$ cat config.mk
export PLATFORM = sky130hd
export DESIGN_NAME = if_stage
export DESIGN_NICKNAME = d
export VERILOG_FILES = /design/src/rtl/if_stage.sv
export SDC_FILE = /design/constraint.sdc
export NUM_CORES = 1
export LEC_CHECK = 0
export ABC_AREA = 1
export BUFFER_PORTS_ARGS = -buffer_cell sky130_fd_sc_hd__buf_2
export CAP_MARGIN = 20
export CORE_ASPECT_RATIO = 0.8
export CORE_MARGIN = 2
export CORE_UTILIZATION = 25
export CTS_BUF_LIST = sky130_fd_sc_hd__clkbuf_8
export DETAILED_ROUTE_END_ITERATION = 16
export GPL_TIMING_DRIVEN = 0
export PLACE_DENSITY_LB_ADDON = 0.25
export SYNTH_ARGS = -nofsm -noshare
export SYNTH_HDL_FRONTEND = slang
export SYNTH_SLANG_ARGS = --single-unit
$ cat constraint.sdc
create_clock -name clk -period 1.5 [get_ports clk]
set_input_delay 0.075 -clock clk [delete_from_list [all_inputs] [get_ports clk]]
set_output_delay 0.075 -clock clk [all_outputs]
set_load 0.1 [all_outputs]
$ cat src/rtl/if_stage.sv
// Instruction-fetch stage with IF/ID pipeline register for the 16-bit CPU.
// Owns the PC, fetches over a req/ack port and applies decode's redirect after one delay slot.
module if_stage #(
    parameter logic [15:0] RESET_PC = 16'h0000,
    parameter logic [15:0] NOP_INST = 16'h0800
) (
    input  logic        clk,
    input  logic        rst,
    input  logic        stall_i,
    input  logic        flush_i,
    input  logic [15:0] flush_addr_i,
    input  logic        branch_flag_i,
    input  logic [15:0] branch_addr_i,
    output logic        imem_req_o,
    output logic [15:0] imem_addr_o,
    input  logic        imem_ack_i,
    input  logic [15:0] imem_data_i,
    output logic [15:0] pc_o,
    output logic [15:0] inst_o
);

    localparam int unsigned XLEN = 16;

    typedef enum logic {
        ST_REQ  = 1'b0,
        ST_HELD = 1'b1
    } state_e;

    state_e            state_q, state_d;
    logic [XLEN-1:0]   pc_q, pc_d;
    logic [XLEN-1:0]   hold_q, hold_d;
    logic              pend_valid_q, pend_valid_d;
    logic [XLEN-1:0]   pend_addr_q, pend_addr_d;
    logic [XLEN-1:0]   pc_out_q, pc_out_d;
    logic [XLEN-1:0]   inst_q, inst_d;

    logic [XLEN-1:0]   pc_inc_c;
    logic [XLEN-1:0]   next_pc_c;
    logic              branch_ok_c;
    logic              deliver_c;
    logic [XLEN-1:0]   deliver_word_c;

    // Sequential PC increment wraps naturally at 16 bits.
    assign pc_inc_c    = pc_q + XLEN'(1);
    // A redirect from decode only counts on an un-stalled cycle.
    assign branch_ok_c = branch_flag_i & ~stall_i;

    // PC after a delivery: a pending redirect beats a fresh one, which beats sequential.
    always_comb begin
        next_pc_c = pc_inc_c;
        if (pend_valid_q) begin
            next_pc_c = pend_addr_q;
        end else if (branch_ok_c) begin
            next_pc_c = branch_addr_i;
        end
    end

    // Fetch control, IF/ID update and redirect bookkeeping.
    always_comb begin
        state_d        = state_q;
        pc_d           = pc_q;
        hold_d         = hold_q;
        pend_valid_d   = pend_valid_q;
        pend_addr_d    = pend_addr_q;
        pc_out_d       = pc_out_q;
        inst_d         = inst_q;
        deliver_c      = 1'b0;
        deliver_word_c = hold_q;

        if (flush_i) begin
            pc_out_d     = flush_addr_i;
            inst_d       = NOP_INST;
            pc_d         = flush_addr_i;
            pend_valid_d = 1'b0;
            state_d      = ST_REQ;
        end else begin
            case (state_q)
                ST_REQ: begin
                    if (imem_ack_i) begin
                        if (stall_i) begin
                            // Park the returned word; it is never re-requested.
                            hold_d  = imem_data_i;
                            state_d = ST_HELD;
                        end else begin
                            deliver_c      = 1'b1;
                            deliver_word_c = imem_data_i;
                        end
                    end else if (!stall_i) begin
                        // Wait state: push one bubble, keep fetching the same PC.
                        pc_out_d = pc_inc_c;
                        inst_d   = NOP_INST;
                    end
                end
                ST_HELD: begin
                    if (!stall_i) begin
                        deliver_c      = 1'b1;
                        deliver_word_c = hold_q;
                        state_d        = ST_REQ;
                    end
                end
                default: begin
                    state_d = ST_REQ;
                end
            endcase

            if (deliver_c) begin
                pc_out_d     = pc_inc_c;
                inst_d       = deliver_word_c;
                pc_d         = next_pc_c;
                pend_valid_d = 1'b0;
            end else if (branch_ok_c && !pend_valid_q) begin
                // Delay slot not delivered yet: remember the target until it is.
                pend_valid_d = 1'b1;
                pend_addr_d  = branch_addr_i;
            end
        end
    end

    // State and pipeline registers.
    always_ff @(posedge clk or negedge rst) begin
        if (!rst) begin
            state_q      <= ST_REQ;
            pc_q         <= RESET_PC;
            hold_q       <= NOP_INST;
            pend_valid_q <= 1'b0;
            pend_addr_q  <= '0;
            pc_out_q     <= '0;
            inst_q       <= NOP_INST;
        end else begin
            state_q      <= state_d;
            pc_q         <= pc_d;
            hold_q       <= hold_d;
            pend_valid_q <= pend_valid_d;
            pend_addr_q  <= pend_addr_d;
            pc_out_q     <= pc_out_d;
            inst_q       <= inst_d;
        end
    end

    // Request is suppressed during reset so an in-flight fetch is abandoned.
    assign imem_req_o  = rst & (state_q == ST_REQ);
    assign imem_addr_o = pc_q;
    assign pc_o        = pc_out_q;
    assign inst_o      = inst_q;

endmodule

; ---- Yosys cells after proc, flatten, opt, wreduce, memory -nomap -nowiden
; Cells that the tools add are included.
[classes]
n_addsub = 1
mux = 28
n_reduce_logical = 7
eq_ne = 3
n_bitwise = 6
[ops]
columns = cell, count
row1 = $mux 16, 16
row2 = $pmux 16 s2, 1
row3 = $add 16x1->16 const B, 1
row4 = $mux 1, 9
row5 = $ne 3x2->1 const B, 2
row6 = $reduce_and 3->1, 2
row7 = $not 1->1, 4
row8 = $pmux 1 s2, 2
row9 = $reduce_and 4->1, 1
row10 = $ne 3x1->1 const B, 1
row11 = $reduce_bool 3->1, 1
row12 = $and 1x1->1, 2
row13 = $reduce_bool 2->1, 1
row14 = $logic_and 1x1->1, 1
row15 = $logic_not 1->1, 1
[word_totals]
regBits = 82
wordCells = 52

; ---- Logic depth before layout (Yosys ltp)
[logic_depth]
depth_word = 6
ltp_mapped = 10
depth_no_buf = 10

; ---- Least setup slack after synthesis
; OpenSTA, ideal clock, no wires.
[synth_path]
kind = register -> register
start = reg pc_q[1] (netlist: imem_addr_o[1])
end = reg pc_q[14] (netlist: imem_addr_o[14])
period_less_slack_ns = 2.165
path_stages_with_launch = 8
setup_slack_ns = -0.665
setup_time_ns = 0.078
t_arrival_ns = 2.087
cell_sequence = dfrtp_1 -> ha_1 -> nand3_2 -> nor2_1 -> nand3_1 -> xnor2_1 -> nand3_1 -> a21oi_1
[synth_between]
elab_chain_cells = 5
[synth_rtl]
columns = element, line
row1 = from (decl), 30  ; logic [XLEN-1:0] pc_q, pc_d;
row2 = from (signal assigned), 131  ; pc_q <= pc_d;
row3 = $add 16x1->16, 44  ; assign pc_inc_c = pc_q + XLEN'(1);
row4 = $mux 16, 53  ; end else if (branch_ok_c) begin
row5 = $mux 16, 51  ; if (pend_valid_q) begin
row6 = $mux 16, 106  ; if (deliver_c) begin
row7 = $mux 16, 70  ; if (flush_i) begin
; Every way passes these cells. The select of a mux whose other input is x is not followed.
; A chain may end at the register's enable or synchronous reset.

; ---- Worst setup path in the final report
; Ends and elaborated chain as after synthesis.

==> impl_metrics.json <==
{
  "hold_class": "input pin to async pin",
  "syn_inst": 454,
  "worst-path-buf-inv": 0,
  "ir_worst_vdd_mv": 0.353,
  "crit_path_max_fanout": 5,
  "grt_pass1_wl_mm": 19.7,
  "clockPowerShare_pct": 23.5,
  "required_ns": 1.80,
  "port_buffers": 102,
  "die-area_um2": 17000,
  "critPathLaunchType": "flip-flop",
  "drv_cap": 0,
  "overflow": 0,
  "drc": 0,
  "fmax_mhz": 658,
  "power.density_nw_per_um2": 1130,
  "reg2reg_depth": 7,
  "clkLatencyLatePin_ns": 0.38,
  "cts.sinks": 82,
  "ctsHoldBuffers": 49,
  "p_int_mw": 3.90,
  "start_util_pct": 25.4,
  "critPathKind": "flip-flop to flip-flop",
  "synthDistinctLibCells": 30,
  "hold-worst-slack_ns": -0.303,
  "p_total_mw": 6.66,
  "drive_gt1_share_pct": 38.7,
  "cts_made_buffers": 9,
  "diodes": 0,
  "dp_hpwl_mm": 9.38,
  "worstSetupEndpointType": "flip-flop",
  "seq_area_frac_synth_pct": 51.6,
  "tightest_slew_ns": 0.676,
  "vias": 3806,
  "p_sw_mw": 2.76,
  "syn2layout_area_growth_pct": 48.7,
  "grt_pass1_vias": 3602,
  "grt_max_degree": 53,
  "finalHoldViolCount": 51,
  "finalWirelength_mm": 12.9,
  "seqPwrFrac_pct": 42.0,
  "nNetsFinal": 685,
  "yosysWarningCount": 0,
  "clk_path_buf_depth": 2,
  "status": "finished with violations",
  "cp_num_cells": 7,
  "tritoncts": "built",
  "ios": 103,
  "sw_frac_of_total_pct": 41.5,
  "ant_nets": 0,
  "core-area_um2": 15700,
  "cpMaxStageDelayCell": "dfrtp_4",
  "synth.avg_cell_area_um2": 8.77,
  "row_count": 41,
  "fp.dieH_um": 117,
  "syn_area_um2": 3980,
  "wire_per_inst_um": 15.1,
  "antenna_found_initial": 0,
  "drtPass1Iterations": 5,
  "drtIter0Drc": 201,
  "finClkSkew_ns": 0.00947,
  "pwr-share-comb_pct": 34.5,
  "vias_per_cell": 4.48,
  "failed_checks": "negative hold slack, negative setup slack",
  "path_delay_family": "simple AND/OR/NAND/NOR gates",
  "setup_tns_ns": -0.0206,
  "path_clk_slew_ns": 0.09,
  "period_minus_slack_ns": 1.52,
  "gp_congestion": 0.898,
  "place_ws_ns": -0.210,
  "fin_crit_sh_pct": 101,
  "syn_nets": 509,
  "slew_violations": 0,
  "cp_slowest_stage_delay_ns": 0.46,
  "yosys_register_bits": 82,
  "arrival_ns": 1.82,
  "p_leak_nw": 2.75,
  "slew_headroom_pct": 54.9,
  "final_util_pct": 37.7,
  "rsz0062_at_grt": "true",
  "setup_violations": 1,
  "crit_path_cell_trace": "ha_4 -> nand3_4 -> nor2_4 -> nand3_2 -> xnor2_2 -> nand3_1 -> a21oi_1",
  "die_w_um": 145,
  "htreeDepth": 3,
  "setup_ws_ns": -0.0206,
  "track_usage_pct": 15.2,
  "cts_root_buf": "clkbuf_8"
}
metrics by stage:
step                      cells  instance area (um^2)
after CTS                   840                  5680
after global routing        850                  5920
after detailed placement    772                  4860
after floorplan             454                  4050
after global placement      771                  4830
final                       850                  5920
cells in the mapped netlist (all sizes together):
master | count | area [um^2]
a21oi | 16 | 80.1
a221oi | 1 | 8.76
a22oi | 8 | 60.1
a32o | 3 | 30.0
buf | 15 | 87.6
clkbuf | 5 | 18.8
dfrtp | 80 | 2000
dfstp | 2 | 52.6
ha | 1 | 12.5
inv | 33 | 124
mux2 | 22 | 248
nand2 | 124 | 470
nand3 | 23 | 130
nand4 | 3 | 18.8
nor2 | 41 | 161
nor3 | 1 | 5.00
o211ai | 12 | 90.1
o21ai | 45 | 225
o221ai | 3 | 26.3
o22ai | 1 | 6.26
or2 | 3 | 18.8
xnor2 | 2 | 17.5
xor2 | 10 | 87.6
path summary, 6_finish.rpt:
path                                       startpoint                           to  slack (ns)
max in group asynchronous                         rst  imem_addr_o[11]$_DFFE_PN0N_        0.94
setup reg to reg           imem_addr_o[1]$_DFFE_PN0N_  imem_addr_o[14]$_DFFE_PN0N_       -0.02
min in group clk                     branch_addr_i[1]   pend_addr_q[1]$_DFFE_PN0P_        0.02
hold reg to reg                 hold_q[0]$_DFFE_PN0P_        hold_q[0]$_DFFE_PN0P_        0.49
hold / removal                                    rst   imem_addr_o[7]$_DFFE_PN0N_       -0.30
setup / recovery           imem_addr_o[1]$_DFFE_PN0N_  imem_addr_o[14]$_DFFE_PN0N_       -0.02
what timing repair did:
action,4_1_cts,5_1_grt
endpoints found under the hold margin,94,49
gates resized for setup,27,46
buffers inserted,3,9
setup endpoints to repair,39,44
pin swaps,3,12
gates cloned,0,1
cell type report:
cell class | instances | area [um^2]
Clock inverter | 5 | 37.5
Tap cell | 215 | 269
Buffer | 20 | 140
Sequential cell | 82 | 2110
Clock buffer | 11 | 151
Timing Repair Buffer | 165 | 1170
Inverter | 33 | 129
Fill cell | 1674 | 9780
Multi-Input combinational cell | 319 | 1920
routing by layer:
metal	part of all wire (%)	routed length, um	global-route usage, %
met5	0	0	0
met1	48	6130	21.5
met4	1.2	151	3.66
met3	6.0	777	4.11
met2	45	5810	23.3
state kept, by name, summed over array words and instances (netlist names):
register      flops
hold_q           16
imem_addr_o      16
inst_o           16
pc_o             16
pend_addr_q      16
pend_valid_q      1
state_q           1
worst reg2reg max path, cell delays in order (launching register included):
cell,delay (ns)
dfrtp_4,0.46
ha_4,0.16
nand3_4,0.12
nor2_4,0.19
nand3_2,0.12
xnor2_2,0.17
nand3_1,0.09
a21oi_1,0.14
power groups by stage:
stage / registers [mW] / logic [mW] / clock network (mW)
finish: 2.80 / 2.30 / 1.56
global route: 2.84 / 2.45 / 1.71
CTS: 2.79 / 2.23 / 1.64
detailed placement: 2.83 / 2.07 / 0
global placement: 2.82 / 2.05 / 0
floorplan: 3.77 / 0.605 / 0
kinds of logic (layout without fill, tap and decap cells):
logic type,after synthesis,after routing,share of synthesized area (%)
buffers and inverters,53,234,5.78
DFF,82,82,51.6
AOI/OAI and AO/OA,89,89,13.2
muxes,22,22,6.22
adders and majority gates,1,1,0.314
and+or+nand+nor,195,195,20.2
xor gates and xnor gates,12,12,2.64
placed cells by master (no fill, tap or decap), types with 6 or more instances in the layout:
| cell type | count |
|---|---|
| a21oi_1 | 14 |
| a22oi_2 | 6 |
| buf_2 | 104 |
| buf_4 | 17 |
| clkbuf_8 | 11 |
| dfrtp_1 | 63 |
| dfrtp_4 | 13 |
| dlygate4sd3_1 | 47 |
| inv_1 | 26 |
| mux2_2 | 22 |
| nand2_1 | 113 |
| nand2_2 | 10 |
| nand3_1 | 19 |
| nor2_1 | 28 |
| nor2_2 | 6 |
| nor2_4 | 7 |
| o211ai_1 | 12 |
| o21ai_0 | 40 |
Note: power is estimated with default switching activity, not from simulation.
